<file path="src/rtl/demux_1_4_stream_pkg.sv">
// Shared definitions for the 1-to-N stream demultiplexer: default widths, sink
// index names and the per-slot state encoding.
package demux_1_4_stream_pkg;

  localparam int DEF_DATA_W = 8;
  localparam int DEF_SEL_W  = 2;
  localparam int DEF_CNT_W  = 16;

  // Sink numbering as wired in the core: tape RAM first, then the output port.
  localparam int SINK_TAPE = 0;
  localparam int SINK_OUT  = 1;
  localparam int SINK_AUX0 = 2;
  localparam int SINK_AUX1 = 3;

  typedef enum logic {
    SLOT_EMPTY = 1'b0,
    SLOT_FULL  = 1'b1
  } slot_state_t;

  function automatic int num_out(input int sel_w);
    return 1 << sel_w;
  endfunction

  localparam int DEF_NUM_OUT = num_out(DEF_SEL_W);

endpackage

</file>
<file path="src/rtl/demux_1_4_stream_if.sv">
// Stream bundle for the demultiplexer: one valid/ready source side and
// NUM_OUT valid/ready sink sides.
interface demux_1_4_stream_if
  import demux_1_4_stream_pkg::*;
#(
  parameter int DATA_W = DEF_DATA_W,
  parameter int SEL_W  = DEF_SEL_W
);

  localparam int NUM_OUT = num_out(SEL_W);

  logic                      s_valid;
  logic                      s_ready;
  logic [DATA_W-1:0]         s_data;
  logic [SEL_W-1:0]          s_sel;
  logic [NUM_OUT-1:0]        m_valid;
  logic [NUM_OUT-1:0]        m_ready;
  logic [NUM_OUT*DATA_W-1:0] m_data;

  // The demultiplexer itself takes the slave view; the surrounding source and
  // sinks together take the master view.
  modport slave (
    input  s_valid, s_data, s_sel, m_ready,
    output s_ready, m_valid, m_data
  );

  modport master (
    output s_valid, s_data, s_sel, m_ready,
    input  s_ready, m_valid, m_data
  );

endinterface

</file>
<file path="src/rtl/demux_1_4_stream_slot.sv">
// One-entry holding register for a single sink: loads on accept, empties on
// drain, and reloads in place when both happen in the same cycle.
module demux_slot
  import demux_1_4_stream_pkg::*;
#(
  parameter int DATA_W = DEF_DATA_W
) (
  input  logic              clk,
  input  logic              rst,
  input  logic              load,
  input  logic [DATA_W-1:0] din,
  input  logic              ready,
  output logic              valid,
  output logic [DATA_W-1:0] dout
);

  slot_state_t       state;
  slot_state_t       state_nxt;
  logic [DATA_W-1:0] data_q;
  logic              drain;

  assign drain = (state == SLOT_FULL) && ready;

  // Data is never cleared on drain; only the valid bit tells the sink it is fresh.
  always_ff @(posedge clk) begin
    if (rst) begin
      state  <= SLOT_EMPTY;
      data_q <= '0;
    end else begin
      state <= state_nxt;
      if (load) begin
        data_q <= din;
      end
    end
  end

  always_comb begin
    state_nxt = state;
    case (state)
      SLOT_EMPTY: if (load) state_nxt = SLOT_FULL;
      SLOT_FULL:  if (drain && !load) state_nxt = SLOT_EMPTY;
      default:    state_nxt = SLOT_EMPTY;
    endcase
  end

  assign valid = (state == SLOT_FULL);
  assign dout  = data_q;

endmodule

</file>
<file path="src/rtl/demux_1_4_stream.sv">
// Registered 1-to-NUM_OUT demultiplexer for a valid/ready word stream, with a
// free-running count of accepted words for debug.
module demux_1_4_stream
  import demux_1_4_stream_pkg::*;
#(
  parameter int DATA_W = DEF_DATA_W,
  parameter int SEL_W  = DEF_SEL_W,
  parameter int CNT_W  = DEF_CNT_W
) (
  input  logic                  clk,
  input  logic                  rst,
  demux_1_4_stream_if.slave     bus,
  output logic [CNT_W-1:0]      acc_cnt
);

  localparam int NUM_OUT = num_out(SEL_W);

  logic [NUM_OUT-1:0]        m_valid_w;
  logic [NUM_OUT*DATA_W-1:0] m_data_w;
  logic                      s_ready_w;
  logic                      accept;

  // Only the selected sink can block the source; a full slot frees up in the
  // same cycle its sink takes the word, giving one word per cycle per sink.
  assign s_ready_w = !rst && (!m_valid_w[bus.s_sel] || bus.m_ready[bus.s_sel]);
  assign accept    = bus.s_valid && s_ready_w;

  for (genvar i = 0; i < NUM_OUT; i++) begin : g_slot
    logic load;

    assign load = accept && (bus.s_sel == SEL_W'(i));

    demux_slot #(
      .DATA_W (DATA_W)
    ) u_slot (
      .clk   (clk),
      .rst   (rst),
      .load  (load),
      .din   (bus.s_data),
      .ready (bus.m_ready[i]),
      .valid (m_valid_w[i]),
      .dout  (m_data_w[i*DATA_W +: DATA_W])
    );
  end

  always_ff @(posedge clk) begin
    if (rst) begin
      acc_cnt <= '0;
    end else if (accept) begin
      acc_cnt <= acc_cnt + CNT_W'(1);
    end
  end

  assign bus.s_ready = s_ready_w;
  assign bus.m_valid = m_valid_w;
  assign bus.m_data  = m_data_w;

endmodule

</file>
<file path="src/flat_wrapper.sv">
// flat-port wrapper written by rule: the top's interface ports become plain ports
module demux_1_4_stream_flat import demux_1_4_stream_pkg::*;
#(
  parameter int DATA_W = DEF_DATA_W,
  parameter int SEL_W  = DEF_SEL_W,
  parameter int CNT_W  = DEF_CNT_W
)
  (clk, rst, acc_cnt, bus_s_valid, bus_s_data, bus_s_sel, bus_m_ready, bus_s_ready, bus_m_valid, bus_m_data);
  demux_1_4_stream_if #(.DATA_W(DATA_W), .SEL_W(SEL_W)) bus_i ();
  input  logic clk;
  input  logic rst;
  output logic [CNT_W-1:0] acc_cnt;
  input wire logic [$bits(bus_i.s_valid)-1:0] bus_s_valid;
  input wire logic [$bits(bus_i.s_data)-1:0] bus_s_data;
  input wire logic [$bits(bus_i.s_sel)-1:0] bus_s_sel;
  input wire logic [$bits(bus_i.m_ready)-1:0] bus_m_ready;
  output wire logic [$bits(bus_i.s_ready)-1:0] bus_s_ready;
  output wire logic [$bits(bus_i.m_valid)-1:0] bus_m_valid;
  output wire logic [$bits(bus_i.m_data)-1:0] bus_m_data;
  assign bus_i.s_valid = bus_s_valid;
  assign bus_i.s_data = bus_s_data;
  assign bus_i.s_sel = bus_s_sel;
  assign bus_i.m_ready = bus_m_ready;
  assign bus_s_ready = bus_i.s_ready;
  assign bus_m_valid = bus_i.m_valid;
  assign bus_m_data = bus_i.m_data;
  demux_1_4_stream #(.DATA_W(DATA_W), .SEL_W(SEL_W), .CNT_W(CNT_W)) u_core (.clk(clk), .rst(rst), .bus(bus_i), .acc_cnt(acc_cnt));
endmodule
</file>
<file path="config.mk">
export PLATFORM = sky130hd
export DESIGN_NAME = demux_1_4_stream_flat
export DESIGN_NICKNAME = d
export VERILOG_FILES = /design/src/rtl/demux_1_4_stream_pkg.sv /design/src/rtl/demux_1_4_stream_if.sv /design/src/rtl/demux_1_4_stream_slot.sv /design/src/rtl/demux_1_4_stream.sv /design/src/flat_wrapper.sv
export SDC_FILE = /design/constraint.sdc
export NUM_CORES = 1
export LEC_CHECK = 0
export BUFFER_PORTS_ARGS = -buffer_cell sky130_fd_sc_hd__buf_2
export CORE_ASPECT_RATIO = 1.2
export CORE_UTILIZATION = 50
export DETAILED_ROUTE_END_ITERATION = 10
export PLACE_DENSITY = 0.83
export SETUP_SLACK_MARGIN = 0.4
export SLEW_MARGIN = 20
export SYNTH_ARGS = -nofsm -noshare
export SYNTH_HDL_FRONTEND = slang
export SYNTH_SLANG_ARGS = --single-unit
</file>
<file path="constraint.sdc">
create_clock -name clk -period 4.2 [get_ports clk]
set_input_delay 0.21 -clock clk [delete_from_list [all_inputs] [get_ports clk]]
set_output_delay 0.21 -clock clk [all_outputs]
set_load 0.01 [all_outputs]
</file>
**After elaboration in Yosys (flattened, before gate mapping)**

Cells that the tools add are included.
W data, S select, Z words.

- Bits in latches: 0
- Bits of input ports: 17
- Logic and storage cells: 56
- Bits in read-only memories: 0
- Memories kept: 0
- Memory bits (writable): 0
- Register bits after elaboration: 52

- Div/mod/pow operators: 0
- Multipliers: 0
- Bitwise operators: 4
- Magnitude comparators: 1
- Muxes and demuxes: 16
- Shifts and indexed selects: 0
- Add/sub/neg operators: 1
- Reduce and logical (&&, ||, !) cells: 22
- Equal/unequal tests: 3

Operator list:

| cell | count |
|---|---|
| $add A16 B1 Y16 const B | 1 |
| $logic_and A1 B1 Y1 | 14 |
| $mux W1 | 10 |
| $pmux W1 S2 | 4 |
| $logic_not A1 Y1 | 6 |
| $bmux W1 S2 | 2 |
| $eq A2 B2 Y1 const B | 2 |
| $not A1 Y1 | 4 |
| $lt A2 B3 Y1 const B | 1 |
| $eq A2 B1 Y1 const B | 1 |
| $logic_not A2 Y1 | 1 |
| $logic_or A1 B1 Y1 | 1 |

**Depth between registers and ports, before layout**

Gate-level depths: netlist (run 1).

- Word-level depth: 11
- Depth in mapped cells: 7

**Modules after synthesis**

A second synthesis (run 1) with hierarchy kept.

- Cell total of the unflattened synthesis: 229
- Area, all modules: 2,203.4 um^2

Modules (own cells, without submodules):

| module | instances | area each (um^2) | cells each |
|---|---|---|---|
| demux_slot | 4 | 321.6 | 30 |
| demux_1_4_stream | 1 | 917.1 | 109 |

**Least setup slack after synthesis (run 1)**

Ideal clock, no wire load.

- Path type: register to register
- From: register u_core.g_slot[0].u_slot.state
- To: register u_core.acc_cnt[12]
- Stages on the path, launching flop included: 6
- Data arrival time: 1,654 ps
- Data required time: 4,077 ps
- Slack: 2,423 ps
- Cells stage by stage: dfxtp_1 > nor2b_1 > mux4_2 > buf_6 > nor4_1 > mux2_1

- Word-level cells in the longest chain between the ends: 6

Ends and longest elaborated chain:

| element | RTL line | text |
|---|---|---|
| from (decl) | demux_1_4_stream_slot.sv:17 | `slot_state_t state;` |
| from (signal assigned) | demux_1_4_stream_slot.sv:30 | `state <= state_nxt;` |
| $bmux W1 S2 | demux_1_4_stream.sv:25 | `assign s_ready_w = !rst && (!m_valid_w[bus.s_sel] \|\| bus.m_ready[bus.s_sel]);` |
| $mux W1 (not written as such) | demux_1_4_stream.sv:25 |  |
| $logic_not A1 Y1 | demux_1_4_stream.sv:25 |  |
| $logic_or A1 B1 Y1 | demux_1_4_stream.sv:25 |  |
| $logic_and A1 B1 Y1 | demux_1_4_stream.sv:25 |  |
| $logic_and A1 B1 Y1 | demux_1_4_stream.sv:26 | `assign accept = bus.s_valid && s_ready_w;` |
| to (signal assigned) | demux_1_4_stream.sv:50 | `acc_cnt <= acc_cnt + CNT_W'(1);` |
| to (decl) | demux_1_4_stream.sv:13 | `output logic [CNT_W-1:0] acc_cnt` |

Every way passes these cells. The select of a mux whose other input is x is not followed.
A chain may end at the register's enable or synchronous reset.

**Worst setup path after layout (run 1)**

Ends and elaborated chain as after synthesis.

==> metrics.txt, run 1 <==
outcome=complete, no violations; syn_nets=~240; Die ar.=roughly 4600 um^2; GP Congestion=~0.76; Initial Utilization=between 50% and 60%; worst r2r src=u_core.g_slot[0].u_slot.valid$_SDFF_PP0_; Slew Limit Fails=0; Die Height=between 70 and 80 um; Max-Cap Viols=0; # port buffers=about 70; # Post-CTS Setup Buffers=0; Final ANT Viol Nets=0; unrepaired setup endpoints after global routing=no; Seq cells post-synth=52; GRT Total Usage=about a fifth; n_diodes=0; Final Hold Fails=0; DRC=0; Synth Instances=roughly 220; Initial DRT Pass Iterations=4; Worst Slack Setup Final=about 2.2 ns; Worst path max stage delay=around 0.7 ns; global-route wire length before repair=~7200 um; dpl ws=slightly above 2 ns; worst path cell trace=nor2b_1, mux4_2, nor4_1, mux2_1; vias in the first global route=roughly 1,700; startpoint types=register; Area Growth Syn to Fin=22.0%; Yosys warning total=0; dominant synthesized flop cell=dfxtp_1; hpwl dp=approximately 3300 um; Crit Path Max Fanout=30; syn avg cell area=around 9.6 um^2; CTS tree=built; total power=between 900 and 1000 uW; Post-synth EDFFs=0; hold slack=0.192 ns; Max clock buf depth=2; initial antenna violation count=0; CTS sink count=52; final worst path period need=2.02 ns; CP required=about 4.4 ns; Die X=just over 60 um; Max-slew headroom=between 40% and 50%; largest net degree at the start of global routing=between 50 and 60; nets@finish=around 300; Iter 0 DRT Violations=148; setup TNS=0 ns; cts hold-fix bufs=0; synthesized area=2150 um^2; Worst Clk Skew=approximately 0.0038 ns; H-tree levels=2; period utilization=between 40% and 50%; Top Ports=70; final-report setup violation count=0; Root Driver=clkbuf_8; r2r setup slk=between 2 and 2.5 ns; Async S/R FF share, synth=0%; post-synthesis sequential area ratio=a little under 50%; reg2reg end=u_core.acc_cnt[12]$_SDFFE_PP0P_; Via density=around 5.5; drt total wl=approximately 4700 um; PD cells=between 300 and 400 nW/um^2; total gr overflow=0; Placed Instance Area=2500 um^2; Hold Path End=u_core.g_slot[3].u_slot.dout[0]$_SDFFE_PP0P_; share of layout cells above drive strength 1=28.5%; CP max-delay cell=mux4_2; Final Instance Area=approximately 2600 um^2; via count=~1,900; Least-Margin Pin Slew=0.896 ns; number of distinct library cells after synthesis=32; worst vdd ir=approximately 0.28 mV; Leak Pwr=0.00124 uW; crit path capture type=register; worst hold path depth=3; WL/cell=between 10 and 15 um; crit path DAT=2.21 ns; FMAX=between 0.4 and 0.5 GHz; core area=roughly 4000 um^2; FF-to-FF path depth=4; post-CTS sizing=0; cts bufs inserted=5; FP Rows=25; worst skew pair latency=0.30 ns; clk slew on worst S/H paths=roughly 0.090 ns; Crit Path Category=reg2reg; HP Class=in2reg; launch point of the worst hold path=bus_s_data[0]
metrics by stage:
step	utilization (%)	std cells
after floorplan	-	224
final	65.1	338
after detailed placement	61.9	331
after global routing	65.1	338
after CTS	65.1	338
after global placement	61.9	331
report_power, final:
group	switching, uW	total, uW	internal (uW)
Combinational	38.9	64.9	26.0
Clock	155	389	234
Sequential	5.88	508	502
synthesized netlist by cell type, types with 2 or more instances:
master / count / area, um^2
dfxtp_1: 52 / 1040
nor2_1: 39 / 146
mux2i_1: 33 / 330
a21oi_1: 11 / 55.1
clkbuf_1: 8 / 30.0
nand3_1: 7 / 35.0
nor2b_1: 7 / 43.8
o31ai_1: 6 / 45.0
or4_1: 6 / 45.0
nand4_1: 5 / 31.3
buf_2: 4 / 20.0
buf_4: 4 / 30.0
inv_1: 4 / 15.0
nand2_1: 4 / 15.0
nor4_1: 4 / 25.0
o21ai_0: 4 / 20.0
or3_1: 4 / 25.0
nand2b_1: 3 / 18.8
o311ai_0: 3 / 26.3
and4_1: 2 / 17.5
mux2_1: 2 / 22.5
o41ai_1: 2 / 17.5
layout make-up:
type,count,area [um^2]
Multi-Input combinational cell,150,1010
Timing Repair Buffer,71,360
Tap cell,54,67.6
Clock inverter,2,60.1
Clock buffer,5,68.8
Fill cell,330,1410
Sequential cell,52,1040
Inverter,4,15.0
how the worst max path moves through the flow:
| stage | from | end | slack, ns | cells after the start |
|---|---|---|---|---|
| 2_1_floorplan | u_core.g_slot[0].u_slot.valid$_SDFF_PP0_ | u_core.acc_cnt[12]$_SDFFE_PP0P_ | 2.42 | 5 |
| 3_3_place_gp | rst | u_core.g_slot[3].u_slot.dout[3]$_SDFFE_PP0P_ | 2.13 | 5 |
| 3_5_place_dp | rst | u_core.g_slot[1].u_slot.dout[2]$_SDFFE_PP0P_ | 2.06 | 5 |
| 4_1_cts | u_core.g_slot[0].u_slot.valid$_SDFF_PP0_ | u_core.acc_cnt[14]$_SDFFE_PP0P_ | 2.19 | 4 |
| 5_1_grt | u_core.g_slot[0].u_slot.valid$_SDFF_PP0_ | u_core.acc_cnt[12]$_SDFFE_PP0P_ | 2.07 | 4 |
| 6_report | u_core.g_slot[0].u_slot.valid$_SDFF_PP0_ | u_core.acc_cnt[12]$_SDFFE_PP0P_ | 2.18 | 4 |
placed cells by master (no fill, tap or decap):
cell       netlist  routed
a21oi_1         11      11
and2_1           1       1
and3_1           1       1
and3b_1          1       1
and4_1           2       2
buf_2            4      69
buf_4            4       2
bufinv_16        0       2
clkbuf_8         0       5
dfxtp_1         52      52
ha_1             1       1
inv_1            4       4
mux2_1           2       2
mux2i_1         33      33
mux4_2           1       1
nand2_1          4       4
nand2b_1         3       3
nand3_1          7       7
nand4_1          5       5
nand4b_1         1       1
nor2_1          39      39
nor2b_1          7       7
nor4_1           4       3
nor4_2           0       1
nor4b_2          0       1
o211ai_1         1       1
o21ai_0          4       4
o311ai_0         3       3
o31ai_1          6       6
o41ai_1          2       2
or3_1            4       4
or4_1            6       6
per-layer routing:
metal | GRT usage, % | vias to the layer above | routed length (um)
met5 | 0 | - | 0
met4 | 5.68 | 0 | 48
met3 | 6.69 | 5 | 325
met2 | 35.5 | 54 | 2260
met1 | 25.1 | 876 | 2030
li1 | - | 916 | -
registers in the layout, indices dropped and copies added (netlist names):
name / cells
u_core.g_slot.u_slot.dout: 32
u_core.acc_cnt: 16
u_core.g_slot.u_slot.valid: 4
critical path: cells and delay by family (launching register included):
kind          cells  cell delay (ns)
flops             1             0.31
mux               2             1.05
simple gates      2             0.55
cell families (layout without fill, tap and decap cells):
| family | Yosys count | count (layout) | share of synthesized area (%) |
|---|---|---|---|
| simple gates | 86 | 86 | 20.5 |
| buf+inv | 22 | 82 | 5.12 |
| fa+ha+maj | 1 | 1 | 0.581 |
| mux | 36 | 36 | 17.4 |
| compound gates | 27 | 27 | 7.97 |
| flops | 52 | 52 | 48.4 |
No activity file was read; power rests on OpenSTA's default activity.
==> run 2, diff against run 1 <==
==> constraint.sdc (replaced) <==
create_clock -name clk -period 2 [get_ports clk]
set_input_delay 0.1 -clock clk [delete_from_list [all_inputs] [get_ports clk]]
set_output_delay 0.1 -clock clk [all_outputs]
set_load 0.01 [all_outputs]
==> metrics.txt, run 2 (synthesized netlist as in run 1, its figures left out) <==
outcome=complete, no violations; Crit Path Category=reg2reg; largest net degree at the start of global routing=43; clock power share=31.2%; PD cells=between 600 and 700 nW/um^2; share of layout cells above drive strength 1=between 40 and 50%; final worst path period need=1.81 ns; Initial DRT Pass Iterations=4; global-route wire length before repair=9710 um; most frequent cells in the layout=buf_2, dfxtp_1, nor2_1; nets@finish=between 300 and 400; crit path capture type=register; FP Rows=25; combinational share of power=9.5%; startpoint types=register; Iter 0 DRT Violations=roughly 180; Cell Int Power=roughly 1400 uW; cts bufs inserted=5; GRT Total Usage=approximately 29%; switching power=434 uW; hold slack=0.0819 ns; Via density=between 5 and 6; HP Class=in2reg; Die ar.=around 4600 um^2; Area Growth Syn to Fin=38.7%; worst skew pair latency=~0.30 ns; Max-Cap Viols=0; Initial Utilization=between 50% and 60%; Max-slew headroom=around half; via count=about 2,100; H-tree levels=2; period utilization=90.7%; unrepaired setup endpoints after global routing=yes; Final Hold Fails=0; total gr overflow=0; Least-Margin Pin Slew=0.736 ns; fill cell count=roughly 290; cts hold-fix bufs=0; Slew Limit Fails=0; Placed Instance Area=2570 um^2; worst vdd ir=roughly 0.55 mV; r2r setup slk=0.19 ns; Top Ports=70; Sequential Power Share=about three fifths; Final Instance Area=just under 3000 um^2; Leak Pwr=0.00138 uW; final-report setup violation count=0; Sw Ratio=between 20% and 30%; clk slew on worst S/H paths=approximately 0.09 ns; Max clock buf depth=2; drt total wl=roughly 6000 um; commonest non-fill, non-tap cell in the layout=buf_2; GP Congestion=about 0.74; CTS tree=built; Die X=61.9 um; setup TNS=0 ns; core area=roughly 4000 um^2; DRC=0; initial antenna violation count=0; max reg flops=32; WL/cell=approximately 16 um; Worst Clk Skew=~0.0055 ns; n_diodes=0; Final ANT Viol Nets=0; Crit Path Max Fanout=5; hpwl dp=around 3500 um; Root Driver=clkbuf_8; CTS sink count=52; FMAX=0.551 GHz; # port buffers=69; Die Height=around 74 um; crit path DAT=slightly above 2 ns; CP required=between 2 and 2.5 ns; vias in the first global route=approximately 2,100
run 2: cell type report:
| cell class | count | area [um^2] | share of cell area (%) |
|---|---|---|---|
| Sequential cell | 52 | 1050 | 35.3 |
| Clock inverter | 1 | 5.00 | 0.168 |
| Tap cell | 54 | 67.6 | 2.26 |
| Timing Repair Buffer | 97 | 574 | 19.2 |
| Inverter | 4 | 15.0 | 0.503 |
| Multi-Input combinational cell | 152 | 1200 | 40.1 |
| Clock buffer | 6 | 72.6 | 2.43 |
run 2: per-layer routing:
| layer | up-vias | wire [um] | global-route usage [%] | share of wire, % |
|---|---|---|---|---|
| met5 | - | 0 | 0 | 0 |
| met4 | 0 | 106 | 11.9 | 1.8 |
| met3 | 12 | 361 | 8.80 | 6.0 |
| met2 | 74 | 3120 | 48.0 | 52 |
| met1 | 1004 | 2420 | 34.7 | 40 |
| li1 | 980 | - | - | - |
run 2: timing repair:
action / in CTS / in global routing
setup endpoints to repair: 17 / 17
pin swaps: 9 / 5
buffers inserted: 16 / 4
gates resized for setup: 32 / 10
hold endpoints to repair: 0 / 0
gates cloned: 3 / 0
run 2: path summary, 6_finish.rpt:
kind | startpoint | depth (start not counted) | to
worst max-delay path | u_core.g_slot[3].u_slot.valid$_SDFF_PP0_ | 5 | u_core.acc_cnt[7]$_SDFFE_PP0P_
worst max register to register | u_core.g_slot[3].u_slot.valid$_SDFF_PP0_ | 5 | u_core.acc_cnt[7]$_SDFFE_PP0P_
worst min-delay path | bus_s_data[0] | 3 | u_core.g_slot[3].u_slot.dout[0]$_SDFFE_PP0P_
worst min register to register | u_core.g_slot[2].u_slot.dout[4]$_SDFFE_PP0P_ | 2 | u_core.g_slot[2].u_slot.dout[4]$_SDFFE_PP0P_
run 2: worst max-delay path, cell delays in order (launching register included):
cell     delay (ns)
dfxtp_2        0.33
nor2b_4        0.13
mux4_2         0.56
buf_4          0.18
or3_1          0.38
a21oi_2        0.16
run 2: power by group through the flow:
stage               clock network (uW)  registers (uW)  logic (uW)
finish                             562            1070         170
global route                       607            1070         187
CTS                                569            1070         165
detailed placement                   0            1090         145
global placement                     0            1090         143
floorplan                            0            1100        76.1
run 2: stage by stage:
stage	setup WS (ns)	std cells	total power [uW]	utilization (%)
floorplan	0.325	224	1170	-
global placement	0.172	336	1230	63.7
detailed placement	0.0862	336	1230	63.7
CTS	0.226	362	1800	72.2
global route	0.129	366	1860	74.0
finish	0.186	366	1800	74.0
==> run 3, diff against run 2 <==
--- a/config.mk
+++ b/config.mk
@@ -5,11 +5,12 @@
 export SDC_FILE = /design/constraint.sdc
 export NUM_CORES = 1
 export LEC_CHECK = 0
+export ABC_AREA = 1
 export BUFFER_PORTS_ARGS = -buffer_cell sky130_fd_sc_hd__buf_2
 export CORE_ASPECT_RATIO = 1.2
 export CORE_UTILIZATION = 50
 export DETAILED_ROUTE_END_ITERATION = 10
-export PLACE_DENSITY = 0.83
+export PLACE_DENSITY = 0.8
 export SETUP_SLACK_MARGIN = 0.4
 export SLEW_MARGIN = 20
 export SYNTH_ARGS = -nofsm -noshare
==> metrics.txt, run 3 <==
outcome=complete, no violations; GP Congestion=around 0.93; leading area contributor after synthesis=dfxtp_1; Synth Instances=slightly below 400; CTS sink count=52; FMAX=a little under 0.7 GHz; Initial DRT Pass Iterations=4; drt total wl=a little under 6000 um; most used cell, CP=nand2_1; HP Class=in2reg; synthesized area=2690 um^2; Final Hold Fails=0; DRC=0; GRT Total Usage=between 20 and 25%; startpoint types=register; unrepaired setup endpoints after global routing=no; Initial Utilization=~53%; CP required=roughly 1.9 ns; Seq cells post-synth=52; syn_nets=about 400; worst path cell trace=nand2_1, nand2_1, nand2_1, nand2_1, nand2_4, nand2_1, inv_1, buf_2; # port buffers=slightly below 70; dominant synthesized flop cell=dfxtp_1; WL/cell=~11 um; reg2reg end=u_core.acc_cnt[6]$_SDFFE_PP0P_; Multi-input gate area=between 1000 and 1500 um^2; CTS tree=built; Placed Instance Area=~3000 um^2; worst skew pair latency=around 0.30 ns; share of layout cells above drive strength 1=between 20% and 30%; crit path capture type=primary output; setup TNS=0 ns; n_diodes=0; final worst path period need=1.46 ns; worst r2r src=u_core.g_slot[3].u_slot.valid$_SDFF_PP0_; Worst path max stage delay=between 0.3 and 0.4 ns; global-route wire length before repair=between 9000 and 10,000 um; core area=between 5000 and 6000 um^2; vias in the first global route=approximately 2,200; total power=1870 uW; syn avg cell area=about 6.8 um^2; Max-Cap Viols=0; Slew Limit Fails=0; Crit Path Max Fanout=10; max reg flops=32; initial antenna violation count=0; number of distinct library cells after synthesis=27; H-tree levels=2; period utilization=between 70% and 80%; via count=about 2,500; Max clock buf depth=2; Yosys warning total=0; Worst Clk Skew=approximately 0.0040 ns; FF-to-FF path depth=9; top post-synthesis cells by area=dfxtp_1, nand2_1, nor2_1; Root Driver=clkbuf_8; Worst Slack Setup Final=0.544 ns; most frequent cells in the layout=nand2_1, nor2_1, buf_2; hpwl dp=4320 um; nets@finish=between 400 and 500; dpl ws=0.455 ns; share of the synthesized area in the top cell type=between 30 and 40%; fill cell count=470; Die ar.=about 5700 um^2; Async S/R FF share, synth=0%; CP max-delay cell=dfxtp_1; Crit Path Category=reg2out; Top Ports=70; Leak Pwr=0.00161 uW; Post-synth EDFFs=0; most frequent cell after synthesis=nand2_1; Via density=about 4.8; PD cells=607 nW/um^2; Final Instance Area=3080 um^2; r2r setup slk=0.55 ns; worst setup path end=bus_s_ready; cts bufs inserted=5; Post-synth top cells=nand2_1, nor2_1, dfxtp_1, inv_1, nand3_1; total gr overflow=0; commonest non-fill, non-tap cell in the layout=nand2_1; Final ANT Viol Nets=0; hold slack=around 0.066 ns; Die X=around 69 um; worst vdd ir=between 0.3 and 0.4 mV; Area Growth Syn to Fin=14.6%; final-report setup violation count=0; Die Height=slightly above 80 um; largest net degree at the start of global routing=28; Max-slew headroom=60.7%; FP Rows=28; Critical Path Start=u_core.g_slot[3].u_slot.valid$_SDFF_PP0_; post-synthesis sequential area ratio=about 39%; crit path DAT=between 1 and 1.5 ns; clk slew on worst S/H paths=roughly 0.090 ns; register area=roughly 1000 um^2; cts hold-fix bufs=0; Iter 0 DRT Violations=just over 100; Least-Margin Pin Slew=around 0.6 ns
## run 3: worst max-delay path, delay by kind of cell (launching register included)
kind	cells	cell delay, ns
buffers and inverters	2	0.18
DFF	1	0.36
and+or+nand+nor	6	0.52
## run 3: timing repair
item | in CTS | in global routing
setup endpoints to repair | 0 | 10
resized for setup | 0 | 2
buffers inserted | 0 | 4
## run 3: through the flow
step | util, % | std cells
6_report | 61.1 | 518
5_1_grt | 61.1 | 518
4_1_cts | 60.4 | 514
3_5_place_dp | 58.9 | 507
3_3_place_gp | 58.9 | 507
2_1_floorplan | - | 394
## run 3: layout make-up
cell class / instances / share of cell area [%]
Clock buffer: 6 / 2.35
Clock inverter: 1 / 0.162
Inverter: 52 / 6.49
Multi-Input combinational cell: 272 / 42.1
Sequential cell: 52 / 33.8
Tap cell: 60 / 2.44
Timing Repair Buffer: 75 / 12.7
## run 3: how the worst min path moves through the flow
| stage | start | slack (ns) | cells after the start | to |
|---|---|---|---|---|
| final | bus_m_ready[1] | 0.07 | 4 | u_core.g_slot[1].u_slot.valid$_SDFF_PP0_ |
| after global routing | bus_m_ready[0] | 0.06 | 4 | u_core.g_slot[0].u_slot.valid$_SDFF_PP0_ |
| after CTS | bus_m_ready[1] | 0.06 | 4 | u_core.g_slot[1].u_slot.valid$_SDFF_PP0_ |
| after detailed placement | bus_m_ready[1] | 0.38 | 4 | u_core.g_slot[1].u_slot.valid$_SDFF_PP0_ |
| after global placement | bus_m_ready[0] | 0.38 | 4 | u_core.g_slot[0].u_slot.valid$_SDFF_PP0_ |
| after floorplan | bus_s_data[0] | 0.23 | 2 | u_core.g_slot[0].u_slot.dout[0]$_SDFFE_PP0P_ |
## run 3: cells by family after synthesis
kind of cell | after synthesis | share of synthesized area, %
compound gates | 22 | 5.35
xor+xnor | 9 | 2.93
fa+ha+maj | 1 | 0.465
buf+inv | 70 | 13.1
flops | 52 | 38.7
simple gates | 240 | 39.4
## run 3: layer usage
layer	routed length [um]	GRT usage [%]	vias to the layer above
met5	0	0	-
li1	-	-	1306
met1	2510	22.5	1083
met4	112	9.18	0
met3	310	5.49	12
met2	2940	40.2	63
## run 3: power by group
group	switching, uW	total (uW)	internal (uW)
clock network	324	563	239
logic	147	226	78.8
registers	18.8	1080	1070
